## src/rtl/usb_pkg.sv

```systemverilog
// Shared types and helpers for the uncached store buffer.
// Bus size encoding is log2 of the number of enabled byte lanes.
package usb_pkg;

  localparam int SIZE_W   = 3;
  localparam int MAX_STRB = 16;

  typedef enum logic [2:0] {
    IDLE,
    W_ADDR,
    W_DATA,
    R_ADDR,
    R_DATA
  } state_t;

  function automatic logic [SIZE_W-1:0] strb_to_size(
    input logic [MAX_STRB-1:0] s
  );
    int n;
    n = 0;
    for (int i = 0; i < MAX_STRB; i++) n += int'(s[i]);
    strb_to_size = '0;
    for (int i = 1; i <= 4; i++)
      if (n >= (1 << i)) strb_to_size = SIZE_W'(i);
  endfunction

  // Legal: non-empty, one contiguous run, power-of-two lanes.
  function automatic logic strb_legal(
    input logic [MAX_STRB-1:0] s
  );
    int n;
    int lo;
    int hi;
    n  = 0;
    lo = -1;
    hi = -1;
    for (int i = 0; i < MAX_STRB; i++) begin
      if (s[i]) begin
        n++;
        if (lo < 0) lo = i;
        hi = i;
      end
    end
    strb_legal = (n != 0) && (hi - lo + 1 == n) &&
                 ((n & (n - 1)) == 0);
  endfunction

endpackage

```

## src/rtl/uncached_store_buffer_fifo.sv

```systemverilog
// Generic synchronous FIFO holding posted store entries.
// Push while full is accepted only when a pop happens the same cycle.
module sb_fifo #(
  parameter int DEPTH = 4,
  parameter int WIDTH = 8,
  localparam int PW = (DEPTH > 1) ? $clog2(DEPTH) : 1,
  localparam int CW = $clog2(DEPTH + 1)
) (
  input  logic             clk,
  input  logic             rst,
  input  logic             push,
  input  logic [WIDTH-1:0] wdata,
  input  logic             pop,
  output logic [WIDTH-1:0] head,
  output logic             full,
  output logic             empty,
  output logic [CW-1:0]    count
);

  logic [WIDTH-1:0] mem [DEPTH];
  logic [PW-1:0]    rd_ptr;
  logic [PW-1:0]    wr_ptr;
  logic [CW-1:0]    cnt;
  logic             do_push;
  logic             do_pop;

  function automatic logic [PW-1:0] nxt(input logic [PW-1:0] p);
    nxt = (p == PW'(DEPTH - 1)) ? '0 : p + 1'b1;
  endfunction

  assign full    = (cnt == CW'(DEPTH));
  assign empty   = (cnt == '0);
  assign count   = cnt;
  assign head    = mem[rd_ptr];
  assign do_pop  = pop & ~empty;
  assign do_push = push & (~full | do_pop);

  always_ff @(posedge clk) begin
    if (rst) begin
      rd_ptr <= '0;
      wr_ptr <= '0;
      cnt    <= '0;
    end else begin
      if (do_push) wr_ptr <= nxt(wr_ptr);
      if (do_pop)  rd_ptr <= nxt(rd_ptr);
      cnt <= cnt + CW'(do_push) - CW'(do_pop);
    end
  end

  always_ff @(posedge clk) begin
    if (do_push) mem[wr_ptr] <= wdata;
  end

endmodule

```

## src/rtl/uncached_store_buffer.sv

```systemverilog
// Posted-write buffer for the uncached region with strongly
// ordered loads; one bus transaction outstanding at a time.
module uncached_store_buffer
  import usb_pkg::*;
#(
  parameter int DEPTH  = 4,
  parameter int ADDR_W = 32,
  parameter int DATA_W = 32,
  localparam int STRB_W = DATA_W / 8
) (
  input  logic              clk,
  input  logic              rst,
  input  logic              st_valid,
  input  logic [ADDR_W-1:0] st_addr,
  input  logic [DATA_W-1:0] st_wdata,
  input  logic [STRB_W-1:0] st_strb,
  output logic              st_ready,
  input  logic              ld_valid,
  input  logic [ADDR_W-1:0] ld_addr,
  input  logic [SIZE_W-1:0] ld_size,
  output logic              ld_done,
  output logic [DATA_W-1:0] ld_rdata,
  input  logic              flush,
  output logic              stall,
  output logic              empty,
  output logic              mem_req,
  output logic              mem_wr,
  output logic [SIZE_W-1:0] mem_size,
  output logic [ADDR_W-1:0] mem_addr,
  output logic [DATA_W-1:0] mem_wdata,
  input  logic [DATA_W-1:0] mem_rdata,
  input  logic              mem_addr_ok,
  input  logic              mem_data_ok
);

  localparam int CW = $clog2(DEPTH + 1);

  typedef struct packed {
    logic [ADDR_W-1:0] addr;
    logic [DATA_W-1:0] data;
    logic [STRB_W-1:0] strb;
  } entry_t;

  entry_t            st_ent;
  entry_t            head;
  logic [CW-1:0]     cnt;
  logic              fifo_full;
  logic              fifo_empty;
  logic              push;
  logic              pop;
  logic              more;
  state_t            state;
  logic              ld_done_q;
  logic              kill_q;
  logic [DATA_W-1:0] rdata_q;

  assign st_ent   = '{addr: st_addr, data: st_wdata, strb: st_strb};
  assign pop      = (state == W_DATA) & mem_data_ok;
  assign st_ready = ~fifo_full | pop;
  assign push     = st_valid & st_ready;
  assign more     = (cnt > CW'(1)) | push;

  sb_fifo #(
    .DEPTH(DEPTH),
    .WIDTH($bits(entry_t))
  ) u_fifo (
    .clk  (clk),
    .rst  (rst),
    .push (push),
    .wdata(st_ent),
    .pop  (pop),
    .head (head),
    .full (fifo_full),
    .empty(fifo_empty),
    .count(cnt)
  );

  always_ff @(posedge clk) begin
    if (rst) begin
      state     <= IDLE;
      ld_done_q <= 1'b0;
      kill_q    <= 1'b0;
      rdata_q   <= '0;
    end else begin
      ld_done_q <= 1'b0;
      unique case (state)
        IDLE: begin
          if (!fifo_empty || push)
            state <= W_ADDR;
          else if (ld_valid && !flush && !ld_done_q)
            state <= R_ADDR;
        end
        W_ADDR: begin
          if (mem_addr_ok) state <= W_DATA;
        end
        W_DATA: begin
          if (mem_data_ok) begin
            if (more)
              state <= W_ADDR;
            else if (ld_valid && !flush)
              state <= R_ADDR;
            else
              state <= IDLE;
          end
        end
        R_ADDR: begin
          kill_q <= 1'b0;
          if (flush)
            state <= IDLE;
          else if (mem_addr_ok)
            state <= R_DATA;
        end
        R_DATA: begin
          if (mem_data_ok) begin
            state  <= IDLE;
            kill_q <= 1'b0;
            if (!(kill_q || flush)) begin
              ld_done_q <= 1'b1;
              rdata_q   <= mem_rdata;
            end
          end else if (flush) begin
            kill_q <= 1'b1;
          end
        end
        default: state <= IDLE;
      endcase
    end
  end

  // Flush masks the read request so a cancelled load never reaches the bus.
  always_comb begin
    mem_req   = 1'b0;
    mem_wr    = 1'b0;
    mem_size  = '0;
    mem_addr  = '0;
    mem_wdata = '0;
    unique case (1'b1)
      state == W_ADDR: begin
        mem_req   = 1'b1;
        mem_wr    = 1'b1;
        mem_size  = strb_to_size(MAX_STRB'(head.strb));
        mem_addr  = head.addr;
        mem_wdata = head.data;
      end
      state == R_ADDR: begin
        mem_req  = ~flush;
        mem_size = ld_size;
        mem_addr = ld_addr;
      end
      default: ;
    endcase
  end

  assign ld_done  = ld_done_q;
  assign ld_rdata = rdata_q;
  assign empty    = fifo_empty & (state == IDLE);
  assign stall    = (ld_valid & ~ld_done) | (st_valid & ~st_ready);

  a_strb_legal: assert property (
    @(posedge clk) disable iff (rst)
    push |-> strb_legal(MAX_STRB'(st_strb))
  );

endmodule

```

## config.mk

```make
export PLATFORM = sky130hd
export DESIGN_NAME = uncached_store_buffer
export DESIGN_NICKNAME = d
export VERILOG_FILES = /design/src/rtl/usb_pkg.sv /design/src/rtl/uncached_store_buffer_fifo.sv /design/src/rtl/uncached_store_buffer.sv
export SDC_FILE = /design/constraint.sdc
export NUM_CORES = 1
export LEC_CHECK = 0
export CAP_MARGIN = 10
export CELL_PAD_IN_SITES_DETAIL_PLACEMENT = 2
export CELL_PAD_IN_SITES_GLOBAL_PLACEMENT = 2
export CORE_MARGIN = 1.5
export CORE_UTILIZATION = 40
export DETAILED_ROUTE_END_ITERATION = 10
export PLACE_DENSITY_LB_ADDON = 0.1
export SYNTH_ARGS = -nofsm -noshare
export SYNTH_HDL_FRONTEND = slang
export SYNTH_SLANG_ARGS = --single-unit
```

## constraint.sdc

```tcl
create_clock -name clk -period 9 [get_ports clk]
set_input_delay 1.8 -clock clk [delete_from_list [all_inputs] [get_ports clk]]
set_output_delay 1.8 -clock clk [all_outputs]
set_load 0.005 [all_outputs]
```

[Yosys cells after proc, flatten, opt, wreduce, memory -nomap -nowiden]
Memory sizes are Yosys's and may differ from the RTL's. A register that Yosys moved wholly into a read port is not among the register bits.
Cells that the tools add are included.
Word-level totals
  memories kept: 1
  bits of input ports: 142
  bits in registers: 44
  bits in writable memories: 272
  logic and storage cells: 95
  output and inout port bits: 105
Memories
  u_fifo.mem: words 4, width 68, rd ports 1, clocked after Yosys merged registers in 1, write ports 1, RTL line uncached_store_buffer_fifo.sv:20  | logic [WIDTH-1:0] mem [DEPTH];
Cells by class
  mux-type cells: 29
  magnitude comparators: 5
  bitwise logic cells: 19
  reduce and logical (&&, ||, !) cells: 14
  eq/ne operators: 13
  $add $sub $neg: 7
Operators with widths (number)
  $pmux 32 s2: 1
  $mux 32: 1
  $mux 3: 10
  $pmux 3 s5: 1
  $mux 2: 6
  $ne 3x3->1 const B: 3
  $not 1->1: 8
  $and 1x1->1: 7
  $mux 1: 7
  $eq 3x2->1 const B: 2
  $eq 3x3->1 const B: 2
  $logic_not 3->1: 2
  $ne 2x2->1 const B: 3
  $pmux 3 s2: 1
  $ge 4x5->1 const B: 1
  $reduce_and 5->1: 1
  $add 2x1->2 const B: 2
  $add 3x1->4: 1
  $eq 2x2->1 const B: 2
  $ge 4x2->1 const B: 1
  $ge 4x3->1 const B: 1
  $ge 4x4->1 const B: 1
  $or 1x1->1: 4
  $pmux 1 s2: 2
  other kinds (13): 17

[Logic depth before layout (Yosys ltp)]
Gate-level depths: netlist (run 1).
  depth in word-level cells: 9
  depth in mapped cells: 10
  depth with buffers taken out: 9

[Hierarchy]
Synthesis (run 1) repeated with hierarchy kept, for this count alone.
Second synthesis, totals
  cell total of the unflattened synthesis: 671
  area total of the unflattened synthesis: 12350.6 um2
Modules (own cells, without submodules)
  sb_fifo: times used 1, sequential area each 8348.0 um2, cells each 403, area an instance 10271.1 um2
  uncached_store_buffer: times used 1, sequential area each 740.7 um2, cells each 268, area an instance 2079.5 um2

[Worst setup path before layout (run 1)]
No wires, ideal clock.
  path kind: register -> output
  start: register with a tool-made name
  end: output port mem_size[0]
  path slack: 4.702 ns
  required time: 7.200 ns
  cell stages (with the launch flop): 10
  buffers on the path: 3
  data arrival time: 2.498 ns
  path through: dfxtp_1 clkbuf_1 buf_2 buf_4 mux4_2 inv_1 fa_1 nor2b_1 ha_1 a22o_1
RTL lines
  end, declared: RTL line uncached_store_buffer.sv:28  | output logic [SIZE_W-1:0] mem_size,

==> out/qor.txt, run 1 <==
Multiplexer area fraction after synthesis = 0.125
Final Hold Fails = 0
WS Path Type = flop to output pin
Synth cell types = 42
Leakage dissipation = 5.28 nW
Avg Inst Size Synth = 18.1 um^2
Ys async rst share = 0
Vias = 7099
Layout cells sized above 1 = 0.142
Post-CTS sizing = 0
Clock latency on the worst-skew pair = 0.51 ns
GRT overflow = 0
Die height = 179 um
DR WL/cell = 23.6 um
Post-route setup slack = 3.00 ns
Row count = 64
Initial Utilization = 0.405
All-layer global routing usage = 0.202
Synthesized cell area = 12300 um^2
DPL Wire Length = 20000 um
Number of flops mapped to enable cells by yosys = 272
Top FF cell, synth = edfxtp_1
Setup TNS = 0 ns
Cell taking the most area after synthesis = edfxtp_1
Slew headroom = 0.223
Minimum clock period after layout = 6.00 ns
Critical Path Sink Type = output pin
Largest net degree at the start of global routing = 69
Worst-path clk slew = 0.05 ns
Final Max Tran Viols = 0
Final Setup Violations = 0
XOR/XNOR Fraction of Synth Area = 0.00142
Design Power = 0.00400 W
Synth top area share = 0.663
Vias in the first global route = 8135
Clock buffer count from CTS = 37
Outcome = finished, final reports clean
Commonest non-fill, non-tap cells in the layout = edfxtp_1, clkdlybuf4s50_1, nand2_1, mux4_2, dfxtp_1
Most common cell after layout, fill and taps aside = edfxtp_1
DRT iter0 DRCs = 315
Setup slack, reg-to-reg = 6.28 ns
Register area share after synthesis = 0.737
Io pins = 247
Adder-Cell Fraction of Synth Area = 0.0124
Compound-cell area share of the yosys netlist = 0.0478
Post-Syn Nets = 834
DRT Pass-1 Iters = 4
Crit path launch type = flop
Drc violations = 0
Peak VDD IR = 180 uV
Die area = 31900 um^2
Cts hold-fix bufs = 0
CP Max Fanout = 35
Vias per cell = 5.23
Post-CTS Setup Inserts = 0
WP data required = 7.20 ns
Post-Synthesis Cells = 681
RD Place Congestion = 0.774
Tcrit/Tclk final = 0.667
Slew @ Worst Pin = 1.16 ns
Synth Register Bits = 318
Clk root buf = clkbuf_16
Largest family of logic cells by synthesized area = multiplexers
Chip Width = 179 um
First-pass GRT wire length = 48100 um
Place WS = 3.40 ns
WP data arrival = 4.20 ns
Clock sink total = 318
Worst hold path class = flop to flop
Synthesis Warnings = 0
Post-route ant nets = 0
Initial antenna violation count = 1
Number of max-cap violations = 0
DRT Wirelength = 32000 um
Clock Path Buffers = 3
Max Freq = 167 MHz
RSZ-0062 raised after global routing = false
Area Overhead vs Synth = 32.5%
Power per cell area = 245 nW/um^2
Final net count = 1086
Setup Skew = 0.0166 ns
TritonCTS clock tree = done
H-tree levels = 2
Top post-synthesis cells by area = edfxtp_1, mux4_2, dfxtp_1, a22o_1, nand2_1
Synth Area in Simple Gates = 0.0558
CORE AREA = 30400 um^2
I/O Buffers = 246
[state kept, by name, indices dropped and copies added (netlist names), named ones only]
register	count
u_fifo.mem	272
ld_rdata	32
state	3
u_fifo.count	3
u_fifo.rd_ptr	2
u_fifo.wr_ptr	2
kill_q	1
ld_done	1
[power breakdown]
group          switching, W  internal (W)
clock network      0.000560      0.000828
registers         0.0000559       0.00172
logic              0.000377      0.000461
[logic make-up after synthesis]
family / Yosys count
AOI/OAI and AO/OA: 85
buffers and inverters: 57
muxes: 69
adders and majority gates: 11
DFF: 318
and+or+nand+nor: 139
xor gates and xnor gates: 2
[per-stage QoR]
| step | std cells | hold WS, ns | util | instance area (um^2) |
|---|---|---|---|---|
| after floorplan | 681 | 0.453 | - | 12300 |
| after global placement | 1290 | 0.442 | 0.500 | 15200 |
| after detailed placement | 1290 | 0.450 | 0.500 | 15200 |
| after CTS | 1356 | 0.458 | 0.536 | 16300 |
| after global routing | 1356 | 0.482 | 0.536 | 16300 |
| final | 1357 | 0.454 | 0.537 | 16300 |
[layer usage]
layer / GRT usage / share of wire / up-vias
li1: - / - / 3178
met1: 0.240 / 0.40 / 3661
met2: 0.368 / 0.52 / 215
met3: 0.0477 / 0.062 / 45
met4: 0.0483 / 0.017 / 0
met5: 0 / 0 / -
[area by class of cell]
cell class / count / area (um^2)
Antenna cell: 1 / 2.50
Clock buffer: 53 / 1040
Clock inverter: 13 / 82.6
Fill cell: 2684 / 14100
Inverter: 16 / 60.1
Multi-Input combinational cell: 306 / 3030
Sequential cell: 318 / 9100
Tap cell: 396 / 495
Timing Repair Buffer: 254 / 2520
[final timing paths]
kind,start,to,cells past startpoint
setup / recovery,flop,mem_size[0],8
hold / removal,ld_rdata[11]$_SDFFE_PP0P_,ld_rdata[11]$_SDFFE_PP0P_,2
setup reg to reg,state[1]$_SDFFE_PP0P_,u_fifo.mem[2][22]$_DFFE_PP_,3
hold reg to reg,ld_rdata[11]$_SDFFE_PP0P_,ld_rdata[11]$_SDFFE_PP0P_,2
[critical path: stages (launching register included)]
cell and delay (ns):
dfxtp_4 0.83, buf_4 0.71, mux4_2 0.59, inv_1 0.10
fa_1 0.40, nor2b_1 0.15, ha_1 0.25, a22o_1 0.21
clkdlybuf4s50_1 0.45
[synth_stat cells (3+ instances only)]
library cell	number
and3_1	4
nand2_1	69
mux4_2	68
buf_2	10
and2_1	34
clkbuf_1	27
a21oi_1	39
a22o_1	34
edfxtp_1	272
nor2b_1	3
dfxtp_1	46
nor3_1	4
ha_1	9
inv_1	14
nor2_1	12
Power figures use the tool's default switching activity.
==> run 2: changes to the inputs <==
--- a/config.mk
+++ b/config.mk
@@ -9,7 +9,7 @@
 export CELL_PAD_IN_SITES_DETAIL_PLACEMENT = 2
 export CELL_PAD_IN_SITES_GLOBAL_PLACEMENT = 2
 export CORE_MARGIN = 1.5
-export CORE_UTILIZATION = 40
+export CORE_UTILIZATION = 37
 export DETAILED_ROUTE_END_ITERATION = 10
 export PLACE_DENSITY_LB_ADDON = 0.1
 export SYNTH_ARGS = -nofsm -noshare
==> constraint.sdc (replaced) <==
create_clock -name clk -period 6.2 [get_ports clk]
set_input_delay 1.24 -clock clk [delete_from_list [all_inputs] [get_ports clk]]
set_output_delay 1.24 -clock clk [all_outputs]
set_load 0.005 [all_outputs]
==> run 2 against run 1 <==
Power grew 43%. Die area grew 8.0%. Combinational power is 46% higher. Final area about the same. Clock-buffer cell count is 6 lower. Critical path depth down 1. Sequential power increased by 45%. Final cell count increased by 2.9%. Global-route usage shrank 1.4 points. Critical path type unchanged.
==> out/qor.txt, run 2 (same netlist as run 1, synthesis figures left out) <==
GRT Max-Usage Layer = met2
Slew headroom = 0.214 (-0.00945)
Area Overhead vs Synth = 32.3% (about the same)
Biggest register = u_fifo.mem
WS Path Type = flop to output pin
Setup Skew = 0.0157 ns (-0.000907 ns)
Vias in the first global route = 8276 (+1.7%)
DRT Pass-1 Iters = 4 (unchanged)
Worst hold path class = flop to flop
Die height = 186 um (+3.9%)
Cts hold-fix bufs = 0 (unchanged)
Place WS = 1.96 ns (-1.44 ns)
H-tree levels = 2 (unchanged)
Die area = 34400 um^2 (+8.0%)
Minimum clock period after layout = 4.68 ns
Max Freq = 214 MHz
Slew @ Worst Pin = 1.18 ns (+0.0142 ns)
Outcome = finished, final reports clean
Initial Utilization = 0.377 (-0.0281)
WP data arrival = 3.44 ns (-0.76 ns)
Final Max Tran Viols = 0 (unchanged)
Antenna cell count = 0 (-1)
Clock buffer count from CTS = 36 (-2.7%)
DR WL/cell = 22.7 um (-3.9%)
Clock Path Buffers = 3 (unchanged)
Clock sink total = 318 (unchanged)
Final net count = 1082 (-0.37%)
I/O Buffers = 246 (unchanged)
DPL Wire Length = 19800 um (-0.96%)
Post-CTS sizing = 0 (unchanged)
DRT Wirelength = 31700 um (-1.1%)
GR Util met1 = 0.223 (-0.0165)
Worst-path clk slew = 0.05 ns (about the same)
Layout cells sized above 1 = 0.142 (+0.000742)
GR met3 Demand/Resource = 0.0458 (-0.00196)
Clock latency on the worst-skew pair = 0.51 ns (about the same)
Initial antenna violation count = 3 (+2)
Crit path launch type = flop
First-pass GRT wire length = 48300 um (+0.36%)
Leakage dissipation = 5.25 nW (-0.57%)
Max reg flops = 272 (unchanged)
Vias per cell = 5.05 (-3.4%)
Final Setup Violations = 0 (unchanged)
Chip Width = 186 um (+3.9%)
Power per cell area = 352 nW/um^2 (+43%)
Commonest non-fill, non-tap cells in the layout = edfxtp_1, clkdlybuf4s50_1, nand2_1, mux4_2, dfxtp_1
WHS = 0.460 ns (+0.00566 ns)
Row count = 66 (+3.1%)
Critical Path Sink Type = output pin
Final Hold Fails = 0 (unchanged)
Number of max-cap violations = 0 (unchanged)
RSZ-0062 raised after global routing = false
Largest net degree at the start of global routing = 69 (unchanged)
Io pins = 247 (unchanged)
Met2 Use GR = 0.340 (-0.0275)
Most common cell after layout, fill and taps aside = edfxtp_1
Vias = 7061 (-0.54%)
DRT iter0 DRCs = 261 (-17%)
CP Max Fanout = 30 (-14%)
All-layer global routing usage = 0.187 (-0.0144)
Post-route setup slack = 1.52 ns (-1.48 ns)
Tcrit/Tclk final = 0.755
GRT overflow = 0 (unchanged)
RD Place Congestion = 0.708 (-8.5%)
Clk root buf = clkbuf_16
CORE AREA = 32700 um^2 (+7.5%)
Post-CTS Setup Inserts = 0 (unchanged)
TritonCTS clock tree = done
WP data required = 4.96 ns (-2.24 ns)
Drc violations = 0 (unchanged)
Post-route ant nets = 0 (unchanged)
Setup TNS = 0 ns (unchanged)
Peak VDD IR = 247 uV (+37%)
run 2: final cells by class:
class                      instances  area [um^2]
timing repair buffer             251         2500
multi-input combinational        306         3030
clock inverter                    17          109
tap                              442          553
inverter                          16         60.1
sequential                       318         9100
clock buffer                      47          963
fill                            3013        16400
run 2: where the power goes:
group          leakage (nW)  internal (W)  total, W  switching, W
sequential             2.87       0.00250   0.00258     0.0000756
combinational          1.85      0.000665   0.00122      0.000558
clock                 0.529       0.00114   0.00194      0.000805
run 2: final timing paths:
kind / start / cells past startpoint / to / slack, ns
max reg2reg: state[1]$_SDFFE_PP0P_ / 2 / u_fifo.mem[0][62]$_DFFE_PP_ / 3.61
min: ld_rdata[24]$_SDFFE_PP0P_ / 2 / ld_rdata[24]$_SDFFE_PP0P_ / 0.46
min reg2reg: ld_rdata[24]$_SDFFE_PP0P_ / 2 / ld_rdata[24]$_SDFFE_PP0P_ / 0.46
max: flop / 7 / mem_size[0] / 1.52
run 2: through the flow:
stage | power, W | instance area [um^2] | util | cells
final | 0.00574 | 16300 | 0.499 | 1397
after global routing | 0.00600 | 16300 | 0.499 | 1397
after CTS | 0.00583 | 16300 | 0.499 | 1397
after detailed placement | 0.00386 | 15200 | 0.466 | 1333
after global placement | 0.00381 | 15200 | 0.466 | 1333
after floorplan | 0.00316 | 12300 | - | 681
run 2: routing by layer:
metal | part of all wire | wire length (um) | vias up
met3 | 0.066 | 2090 | 38
met2 | 0.51 | 16100 | 221
met1 | 0.41 | 12900 | 3619
li1 | - | - | 3181
met4 | 0.016 | 506 | 2
met5 | 0.00041 | 13 | -
run 2: worst max-delay path, stage by stage, from the launching register on:
cell and delay (ns):
dfxtp_4 0.79, mux4_2 0.60, inv_1 0.09, fa_1 0.42, nor2b_1 0.14, ha_1 0.24
a22o_1 0.21, clkdlybuf4s50_1 0.45
==> run 3: changes to the inputs <==
==> constraint.sdc (replaced) <==
create_clock -name clk -period 4.82 [get_ports clk]
set_input_delay 0.964 -clock clk [delete_from_list [all_inputs] [get_ports clk]]
set_output_delay 0.964 -clock clk [all_outputs]
set_load 0.005 [all_outputs]
==> run 3 against run 2 <==
Worst hold slack gained 0.00061 ns. Register-to-register slack lost 1.2 ns. First-iteration DRC count grew 6.5%. Global-route usage shrank 0.054 points. Non-clock buffer count grew 6. Final cell count grew 0.64%. Worst setup slack lost 0.92 ns. Critical path depth is the same. Combinational power grew 31%. Clock power grew 34%. Largest cell class unchanged. Power grew 30%.
==> out/qor.txt, run 3 (same netlist as run 1, synthesis figures left out) <==
Slew @ Worst Pin = 1.12 ns (-0.0619 ns)
WP data required = 3.86 ns (-1.10 ns)
DRT iter0 DRCs = 278 (+6.5%)
Most common cell after layout, fill and taps aside = edfxtp_1
Commonest non-fill, non-tap cells in the layout = edfxtp_1, clkdlybuf4s50_1, nand2_1, mux4_2, dfxtp_1
Post-CTS Setup Inserts = 0 (unchanged)
TritonCTS clock tree = done
WHS = 0.461 ns (+0.000609 ns)
Critical Path Sink Type = output pin
Tcrit/Tclk final = 0.875
Drc violations = 0 (unchanged)
Initial Utilization = 0.377 (unchanged)
All-layer global routing usage = 0.187 (-0.000538)
Clock buffer count from CTS = 37 (+2.8%)
RR Endpoint = u_fifo.mem[3][12]$_DFFE_PP_
Io pins = 247 (unchanged)
Final Max Tran Viols = 0 (unchanged)
DR WL/cell = 22.6 um (-0.45%)
Clock Path Buffers = 3 (unchanged)
Leakage dissipation = 5.31 nW (+1.2%)
Post-DP Area = 15300 um^2 (+0.57%)
DRT Pass-1 Iters = 4 (unchanged)
RD Place Congestion = 0.719 (+1.5%)
Crit path launch type = flop
Vias per cell = 5.03 (-0.39%)
Final Setup Violations = 0 (unchanged)
Setup slack, reg-to-reg = 2.38 ns (-1.23 ns)
DPL Wire Length = 20000 um (+0.88%)
DRT Wirelength = 31700 um (+0.19%)
GRT overflow = 0 (unchanged)
Clock latency on the worst-skew pair = 0.53 ns (+0.02 ns)
Clock sink total = 318 (unchanged)
Power per cell area = 455 nW/um^2 (+29%)
Initial antenna violation count = 3 (unchanged)
Final net count = 1089 (+0.65%)
Vias in the first global route = 8086 (-2.3%)
CP Max Fanout = 18 (-40%)
Outcome = finished, final reports clean
Chip Width = 186 um (unchanged)
Worst hold path class = flop to flop
Worst-path clk slew = 0.06 ns (about the same)
Vias = 7079 (+0.25%)
H-tree levels = 2 (unchanged)
Max Freq = 237 MHz
Layout cells sized above 1 = 0.148 (+0.00609)
Critical Path, Cell by Cell = mux4_2 > inv_1 > fa_1 > nor2b_1 > ha_1 > a22o_1 > clkdlybuf4s50_1
First-pass GRT wire length = 48000 um (-0.66%)
WP data arrival = 3.25 ns (-0.19 ns)
Slowest cell on the critical path = dfxtp_4
Slew headroom = 0.255 (+0.0413)
Area Overhead vs Synth = 33.5%
Number of max-cap violations = 0 (unchanged)
Setup Skew = 0.0121 ns (-0.00364 ns)
Worst Hold Path EP = ld_rdata[25]$_SDFFE_PP0P_
Post-CTS sizing = 0 (unchanged)
Final Hold Fails = 0 (unchanged)
Max reg flops = 272 (unchanged)
Final std cell area, no fill = 16500 um^2 (+0.90%)
Row count = 66 (unchanged)
Post-route ant nets = 0 (unchanged)
WS Path Type = flop to output pin
R2R depth = 3 (+1)
Biggest register = u_fifo.mem
RSZ-0062 raised after global routing = false
Hold path start = ld_rdata[25]$_SDFFE_PP0P_
Largest net degree at the start of global routing = 69 (unchanged)
Worst Path Buf+Inv = 2 (unchanged)
I/O Buffers = 246 (unchanged)
Die height = 186 um (unchanged)
Peak VDD IR = 344 uV (+39%)
Delay-heaviest family, CP = adder cells
Clk root buf = clkbuf_16
Minimum clock period after layout = 4.22 ns
Slowest stage delay, CP = 0.57 ns (-0.22 ns)
Critical R2R Launch = state[1]$_SDFFE_PP0P_
Cts hold-fix bufs = 0 (unchanged)
WHS Path Cells = 2 (unchanged)
Setup TNS = 0 ns (unchanged)
Die area = 34400 um^2 (unchanged)
CORE AREA = 32700 um^2 (unchanged)
[run 3: cell count changes in the layout (fill, tap and decap cells not counted), sizes merged]
cell	change
buf	+6
clkbuf	+3
clkinv	-2
diode	+1
inv	+1
[run 3: final cells by class]
cell class | instances | area (um^2)
fill | 2992 | 16200
multi-input combinational | 306 | 3030
timing repair buffer | 257 | 2600
tap | 442 | 553
clock inverter | 16 | 119
inverter | 16 | 60.1
antenna | 1 | 2.50
sequential | 318 | 9100
clock buffer | 50 | 995
[run 3: worst reg2reg max path, delay by kind of cell (launching register included)]
family	cells	cell delay, ns
AO/OA/AOI/OAI	1	0.46
buffers and inverters	1	0.35
flip-flops	1	0.63
AND/OR/NAND/NOR	1	0.66
[run 3: worst max path at each step]
stage	from	endpoint	slack (ns)	depth (start not counted)
final	flop	mem_size[0]	0.60	7
after floorplan	flop	mem_size[0]	1.36	9
after CTS	flop	mem_size[0]	0.53	7
after global placement	flop	mem_size[0]	1.15	7
after detailed placement	mem_data_ok	stall	1.15	4
after global routing	flop	mem_size[0]	0.45	7
[run 3: per-stage QoR]
stage                     setup WS (ns)  power, W  std cells  utilization
after CTS                         0.532   0.00761       1404        0.503
final                             0.601   0.00749       1406        0.503
after global placement             1.15   0.00490       1338        0.469
after floorplan                    1.36   0.00407        681            -
after detailed placement           1.15   0.00497       1338        0.469
after global routing              0.446   0.00783       1406        0.503
[run 3: report_power, final]
group          internal, W  switching [W]  leakage [nW]  total, W
clock              0.00151        0.00108         0.547   0.00259
sequential         0.00321      0.0000877          2.87   0.00330
combinational     0.000875       0.000723          1.90   0.00160
total              0.00559        0.00190          5.31   0.00749
[run 3: metal layers]
layer | global-route usage | wire (um) | vias up
li1 | - | - | 3180
met1 | 0.234 | 13100 | 3644
met2 | 0.322 | 15900 | 207
met3 | 0.0479 | 2220 | 46
met4 | 0.0478 | 461 | 2
met5 | 0 | 13 | -
